**config.mk**
```make
export PLATFORM = sky130hd
export DESIGN_NAME = dmem_arbiter_flat
export DESIGN_NICKNAME = d
export VERILOG_FILES = /design/src/rtl/dmem_arbiter_if.sv /design/src/rtl/dmem_arbiter.sv /design/src/flat_wrapper.sv
export SDC_FILE = /design/constraint.sdc
export NUM_CORES = 1
export LEC_CHECK = 0
export CORE_MARGIN = 10
export CORE_UTILIZATION = 24
export DETAILED_ROUTE_END_ITERATION = 6
export PLACE_DENSITY = 0.78
export SLEW_MARGIN = 25
export SYNTH_ARGS = -nofsm -noshare
export SYNTH_HDL_FRONTEND = slang
export SYNTH_SLANG_ARGS = --single-unit
```
**constraint.sdc**
```tcl
create_clock -name clk -period 1.4 [get_ports clk]
set_clock_uncertainty 0.2 [all_clocks]
set_input_delay 0.14 -clock clk [delete_from_list [all_inputs] [get_ports clk]]
set_output_delay 0.14 -clock clk [all_outputs]
set_load 0.01 [all_outputs]
```
**src/rtl/dmem_arbiter_if.sv**
```systemverilog
// dmem_arbiter_if: core, host and dmem signals of the data-memory arbiter
interface dmem_arbiter_if #(
  parameter int DATA_W = 32,
  parameter int ADDR_W = 32
);
  logic              cpu_req;
  logic              cpu_we;
  logic [ADDR_W-1:0] cpu_addr;
  logic [DATA_W-1:0] cpu_wdata;
  logic [DATA_W-1:0] cpu_rdata;
  logic              cpu_stall;
  logic              host_req;
  logic              host_we;
  logic [ADDR_W-1:0] host_addr;
  logic [DATA_W-1:0] host_wdata;
  logic [DATA_W-1:0] host_rdata;
  logic              host_ack;
  logic              mem_we;
  logic [ADDR_W-1:0] mem_addr;
  logic [DATA_W-1:0] mem_wdata;
  logic [DATA_W-1:0] mem_rdata;
  modport slave (
    input  cpu_req, cpu_we, cpu_addr, cpu_wdata, host_req, host_we, host_addr, host_wdata, mem_rdata,
    output cpu_rdata, cpu_stall, host_rdata, host_ack, mem_we, mem_addr, mem_wdata
  );
  modport master (
    output cpu_req, cpu_we, cpu_addr, cpu_wdata, host_req, host_we, host_addr, host_wdata, mem_rdata,
    input  cpu_rdata, cpu_stall, host_rdata, host_ack, mem_we, mem_addr, mem_wdata
  );
endinterface

```
**src/rtl/dmem_arbiter.sv**
```systemverilog
// dmem_arbiter: shares single-port dmem between core M stage and a host port, CPU first with bounded host wait; DMEM_ARB_PERF_EN adds perf counters
module dmem_arbiter #(
  parameter int DATA_W   = 32,
  parameter int ADDR_W   = 32,
  parameter int MAX_WAIT = 4
) (
  input logic           clk,
  input logic           reset,
  dmem_arbiter_if.slave bus
`ifdef DMEM_ARB_PERF_EN
  ,
  output logic [31:0]   perf_stall_cnt,
  output logic [31:0]   perf_host_cnt
`endif
);
  localparam int CW = MAX_WAIT > 0 ? $clog2(MAX_WAIT + 1) : 1;
  localparam logic [CW-1:0] WMAX = CW'(MAX_WAIT);
  typedef enum logic {S_CPU, S_HOST} state_t;
  state_t            state, state_nxt;
  logic [CW-1:0]     wait_cnt, wait_nxt;
  logic              in_host, host_pend, ack, mem_we, cpu_stall;
  logic [ADDR_W-1:0] mem_addr;
  logic [DATA_W-1:0] mem_wdata, host_rdata;
  assign in_host   = state == S_HOST;
  assign host_pend = bus.host_req & ~ack;
  // grant the host when the core is idle or the wait bound is hit; one access per grant
  always_comb begin
    state_nxt = S_CPU;
    wait_nxt  = '0;
    if (!in_host && host_pend) begin
      if (!bus.cpu_req || wait_cnt == WMAX) state_nxt = S_HOST;
      else wait_nxt = wait_cnt + 1'b1;
    end
  end
  // steer the dmem port to the granted side and stall the core while the host owns it
  always_comb begin
    mem_we    = in_host ? bus.host_we : bus.cpu_req & bus.cpu_we;
    mem_addr  = in_host ? bus.host_addr : bus.cpu_addr;
    mem_wdata = in_host ? bus.host_wdata : bus.cpu_wdata;
    cpu_stall = in_host & bus.cpu_req;
  end
  // state, wait counter and registered host completion
  always_ff @(posedge clk or negedge reset) begin
    if (!reset) begin
      state      <= S_CPU;
      wait_cnt   <= '0;
      ack        <= 1'b0;
      host_rdata <= '0;
    end else begin
      state      <= state_nxt;
      wait_cnt   <= wait_nxt;
      ack        <= in_host;
      if (in_host) host_rdata <= bus.mem_rdata;
    end
  end
`ifdef DMEM_ARB_PERF_EN
  // free-running stall and host-grant counters, wrapping
  always_ff @(posedge clk or negedge reset) begin
    if (!reset) begin
      perf_stall_cnt <= '0;
      perf_host_cnt  <= '0;
    end else begin
      perf_stall_cnt <= perf_stall_cnt + 32'(cpu_stall);
      perf_host_cnt  <= perf_host_cnt + 32'(in_host);
    end
  end
`endif
  assign bus.mem_we     = mem_we;
  assign bus.mem_addr   = mem_addr;
  assign bus.mem_wdata  = mem_wdata;
  assign bus.cpu_rdata  = bus.mem_rdata;
  assign bus.cpu_stall  = cpu_stall;
  assign bus.host_ack   = ack;
  assign bus.host_rdata = host_rdata;
endmodule

```
**src/flat_wrapper.sv**
```systemverilog
// flat-port wrapper written by rule: the top's interface ports become plain ports
module dmem_arbiter_flat 
#(
  parameter int DATA_W   = 32,
  parameter int ADDR_W   = 32,
  parameter int MAX_WAIT = 4
)
  (clk, reset, bus_cpu_req, bus_cpu_we, bus_cpu_addr, bus_cpu_wdata, bus_host_req, bus_host_we, bus_host_addr, bus_host_wdata, bus_mem_rdata, bus_cpu_rdata, bus_cpu_stall, bus_host_rdata, bus_host_ack, bus_mem_we, bus_mem_addr, bus_mem_wdata);
  dmem_arbiter_if #(.DATA_W(DATA_W), .ADDR_W(ADDR_W)) bus_i ();
  input logic clk;
  input logic reset;
  input wire logic [$bits(bus_i.cpu_req)-1:0] bus_cpu_req;
  input wire logic [$bits(bus_i.cpu_we)-1:0] bus_cpu_we;
  input wire logic [$bits(bus_i.cpu_addr)-1:0] bus_cpu_addr;
  input wire logic [$bits(bus_i.cpu_wdata)-1:0] bus_cpu_wdata;
  input wire logic [$bits(bus_i.host_req)-1:0] bus_host_req;
  input wire logic [$bits(bus_i.host_we)-1:0] bus_host_we;
  input wire logic [$bits(bus_i.host_addr)-1:0] bus_host_addr;
  input wire logic [$bits(bus_i.host_wdata)-1:0] bus_host_wdata;
  input wire logic [$bits(bus_i.mem_rdata)-1:0] bus_mem_rdata;
  output wire logic [$bits(bus_i.cpu_rdata)-1:0] bus_cpu_rdata;
  output wire logic [$bits(bus_i.cpu_stall)-1:0] bus_cpu_stall;
  output wire logic [$bits(bus_i.host_rdata)-1:0] bus_host_rdata;
  output wire logic [$bits(bus_i.host_ack)-1:0] bus_host_ack;
  output wire logic [$bits(bus_i.mem_we)-1:0] bus_mem_we;
  output wire logic [$bits(bus_i.mem_addr)-1:0] bus_mem_addr;
  output wire logic [$bits(bus_i.mem_wdata)-1:0] bus_mem_wdata;
  assign bus_i.cpu_req = bus_cpu_req;
  assign bus_i.cpu_we = bus_cpu_we;
  assign bus_i.cpu_addr = bus_cpu_addr;
  assign bus_i.cpu_wdata = bus_cpu_wdata;
  assign bus_i.host_req = bus_host_req;
  assign bus_i.host_we = bus_host_we;
  assign bus_i.host_addr = bus_host_addr;
  assign bus_i.host_wdata = bus_host_wdata;
  assign bus_i.mem_rdata = bus_mem_rdata;
  assign bus_cpu_rdata = bus_i.cpu_rdata;
  assign bus_cpu_stall = bus_i.cpu_stall;
  assign bus_host_rdata = bus_i.host_rdata;
  assign bus_host_ack = bus_i.host_ack;
  assign bus_mem_we = bus_i.mem_we;
  assign bus_mem_addr = bus_i.mem_addr;
  assign bus_mem_wdata = bus_i.mem_wdata;
  dmem_arbiter #(.DATA_W(DATA_W), .ADDR_W(ADDR_W), .MAX_WAIT(MAX_WAIT)) u_core (.clk(clk), .reset(reset), .bus(bus_i));
endmodule
```
-- Yosys cells after proc, flatten, opt, wreduce, memory -nomap -nowiden
Cells that the tools add are included.
- $add $sub $neg: 1
- $mul: 0
- div/mod/pow operators: 0
- magnitude comparators: 0
- eq/ne operators: 1
- shifts and indexed selects: 0
- multiplexer cells: 7
- bitwise logic cells: 4
- reduce and logical (&&, ||, !) cells: 4
- operator list (kind ; number):
    32-bit two-way mux ; 2
    3-bit two-way mux ; 2
    3-bit by 1-bit adder with 3-bit output (second input constant) ; 1
    1-bit bitwise AND ; 3
    3-bit equality test (second input constant) ; 1
    1-bit two-way mux ; 3
    1-bit logical NOT ; 2
    1-bit logical AND ; 1
    1-bit logical OR ; 1
    1-bit inverter ; 1
- flip-flop bits (word level): 37
- latch bits: 0
- bits in writable memories: 0
- ROM bits: 0
- bits of input ports: 166
- output and inout bits: 131
- logic and storage cells: 21
- memories: 0

-- Logic depth before layout (Yosys ltp)
- word-level depth: 4
- gate-level depth with buffers: 5
- mapped depth without buffers: 4

-- Worst setup path before layout
OpenSTA, ideal clock, no wires.
- path kind: register to output
- start: register u_core.state (netlist: u_core.in_host)
- end: output bus_mem_addr[22]
- arrival: 1067 ps
- data required time: 1060 ps
- setup slack: -7 ps
- cell stages (with the launch flop): 5
- path buffers: 3
- cell sequence: dfrtp_1 buf_6 buf_6 buf_6 mux2_2
- longest elaborated chain between the ends: 1
- RTL lines (item ; RTL line ; source):
    start: declaration ; dmem_arbiter.sv:19 ; state_t state, state_nxt;
    start signal: assignment ; dmem_arbiter.sv:50 ; state <= state_nxt;
    32-bit two-way mux ; dmem_arbiter.sv:38 ; mem_addr = in_host ? bus.host_addr : bus.cpu_addr;
    end: declaration ; flat_wrapper.sv:26 ; output wire logic [$bits(bus_i.mem_addr)-1:0] bus_mem_addr;
No other way between the ends.

-- Final worst setup path
- start: register u_core.state (netlist: u_core.in_host)
- end: output bus_mem_addr[21]
Same word-level chain as after synthesis.

==> results.toml <==
[setup_path]
cp_data_arrival_time_ns = 1.57
cp_data_required_time_ns = 1.06
critPathLaunchType = "register"
critical_path.startpoint = "u_core.in_host"
cp.buffers_inverters = 3
cpPeakStageDelay_ns = 0.55
worstSetupPathType = "reg2out"
rr_startpoint = "u_core.in_host"
cp-end-kind = "output port"
crit_chain = "buf_12 -> buf_16 -> mux2_2 -> buf_2"
cp_max_fo = 7
critical-path-top-delay-family = "flip-flops"
slowest_stage = "dfrtp_4"

[logic_synthesis]
yosysWarnings = 0
syn_area_per_cell_sq_um = 12.67
netlist_area_sq_um = 2432
synth_cells = 192
yosys_register_bits = 37
ys_types = 16
synth_nets = 360
yosysSeqAreaShare = 0.3807

[detailed_routing]
dr.pass1.iters = 4
drc = 0
drt-initial-drc-count = 142
wire_per_inst_um = 22.48
vias = 2660
antenna_left = 0
routed_wl_mm = 14.09
vias_per_cell = 4.242

[sta]
grt_setup_unrepaired = "yes"
tightest_slew_ns = 0.3138
max-slew-margin-rel = 0.7908
post-route-min-period_ns = 1.910
period_share = 1.364
fmax_mhz = 523.6
finalHoldViolCount = 0
setup_ws_ns = -0.5099
finalSetupViolCount = 102
finalMaxSlewViolations = 0
hold_slack_ns = 0.08024

[layout]
area_growth_syn_to_layout_pct = 140.9
drive_gt1_frac = 0.4453
num_antenna_cells = 0
final_cell_mix = "164 x clkdlybuf4s50_1, 90 x mux2_2, 65 x dlygate4sd2_1, 56 x buf_6, 36 x dfrtp_1"
stdcell_count = 627
final_common_cell = "clkdlybuf4s50_1"
nets = 661

[global_route]
grt_start_max_net_pins = 18
grt_pass1_wl_mm = 19.97
first_global_vias = 3012
grt_usage = 0.1775
grt-ovfl-total = 0
grt_antenna_before_repair = 0

[cts]
clk_pin_slew_worst_paths_ns = 0.08
cts-root-buf = "clkbuf_8"
clkSinkCount = 37
h-tree-depth = 2
clk_path_buf_depth = 2
clock_latency_ns = 0.29
cts_inserted_buffers = 5
cts_tree = "done"

[floorplanning]
fp.dieW_um = 120.7
core_sq_um = 9819
ioPinCount = 297
start_util = 0.2477
die-area_sq_um = 14560
placementRows = 36
fp.dieH_um = 120.7

[job]
drv_cap = 0

[pwr]
p_total_uw = 4351
leakage_uw = 0.002566
max-vdd-ir-drop_v = 0.0005280
power_density_nw_per_um2 = 742.5

[worst_hold_path]
hold_class = "in2async"

[status]
violations = "negative setup slack"
outcome = "finished, violations left"

[placed_design]
io_buffers = 296
hpwl_mm = 11.57
place.gp.congestion = 0.8366
dp.cells = 600
[path summary, 6_finish.rpt]
path                            cells after the start  slack [ns]                   endpoint
min in group clk                                    2        0.28  u_core.bus.host_rdata[19]
worst min-delay path                                2        0.08  u_core.bus.host_rdata[29]
max in group asynchronous                           3        0.44   u_core.bus.host_rdata[8]
worst min register to register                      1        0.30   u_core.bus.host_rdata[8]
worst max-delay path                                4       -0.51           bus_mem_addr[21]
worst max register to register                      5       -0.43         u_core.wait_cnt[2]
[state kept, by name, summed over array words and instances, names as in the netlist]
| signal | cells |
|---|---|
| u_core.bus.host_ack | 1 |
| u_core.bus.host_rdata | 32 |
| u_core.in_host | 1 |
| u_core.wait_cnt | 3 |
[logic make-up after synthesis]
group                    count (synthesis)  synth area share
multiplexers                            96            0.4444
buffers and inverters                   46            0.1337
flip-flops                              37            0.3807
AND/OR/NAND/NOR                          8           0.02109
AO/OA/AOI/OAI                            2          0.006171
adder cells (fa/ha/maj)                  2           0.01029
XOR/XNOR                                 1          0.003601
[through the flow]
stage / instance area, sq um / setup WS (ns) / utilization / TNS (ns)
detailed placement: 5461 / -0.4703 / 0.5562 / -38.70
floorplan: 2432 / -0.006850 / - / -0.04795
global placement: 5461 / -0.4676 / 0.5562 / -37.37
finish: 5861 / -0.5099 / 0.5968 / -36.48
CTS: 5872 / -0.6034 / 0.5980 / -44.47
global route: 5861 / -0.5648 / 0.5968 / -41.41
[where the power goes]
| part | total (uW) | internal (uW) | switching (uW) |
|---|---|---|---|
| combinational | 2130 | 1360 | 768 |
| clock | 850 | 455 | 395 |
| sequential | 1380 | 1270 | 102 |
[metal layers]
layer | vias up | part of all wire | global-route usage | routed length [um]
li1 | 1247 | - | - | -
met1 | 1268 | 0.36 | 0.1874 | 5131
met2 | 141 | 0.55 | 0.3382 | 7778
met3 | 4 | 0.081 | 0.06189 | 1148
met4 | 0 | 0.0023 | 0.02187 | 32
met5 | - | 0 | 0 | 0
[what timing repair did]
action	in CTS	in global routing
hold endpoints to repair	37	0
endpoints found under the setup margin	166	103
hold buffers	1	0
setup buffers	7	8
cloned	8	1
pin swaps	2	2
resized for setup	373	46
[area by class of cell]
| class | count | area (sq um) |
|---|---|---|
| clock buffer | 7 | 96.34 |
| clock inverter | 1 | 8.758 |
| fill | 839 | 3959 |
| inverter | 3 | 11.26 |
| multi-input combinational | 109 | 1229 |
| sequential | 37 | 929.6 |
| tap | 133 | 166.4 |
| timing repair buffer | 337 | 3420 |
[cells in the mapped netlist]
| cell | number | area (sq um) |
|---|---|---|
| mux2_2 | 96 | 1081 |
| dfrtp_1 | 37 | 925.9 |
| buf_4 | 32 | 240.2 |
| buf_2 | 8 | 40.04 |
| buf_6 | 3 | 33.78 |
| inv_1 | 3 | 11.26 |
| ha_1 | 2 | 25.02 |
| nand2_1 | 2 | 7.510 |
| nor3_1 | 2 | 10.01 |
| a21bo_2 | 1 | 10.01 |
| and2_1 | 1 | 6.260 |
| nor2b_1 | 1 | 6.260 |
| nor3_2 | 1 | 10.01 |
| o21ai_0 | 1 | 5.000 |
| or3b_4 | 1 | 11.26 |
| xnor2_1 | 1 | 8.760 |
[worst reg2reg max path: stages, from the launching register on]
cell	delay [ns]
dfrtp_4	0.55
buf_12	0.17
buf_16	0.14
buf_12	0.14
or3b_4	0.41
nor3_2	0.14
Note: power is estimated with default switching activity, not from simulation.
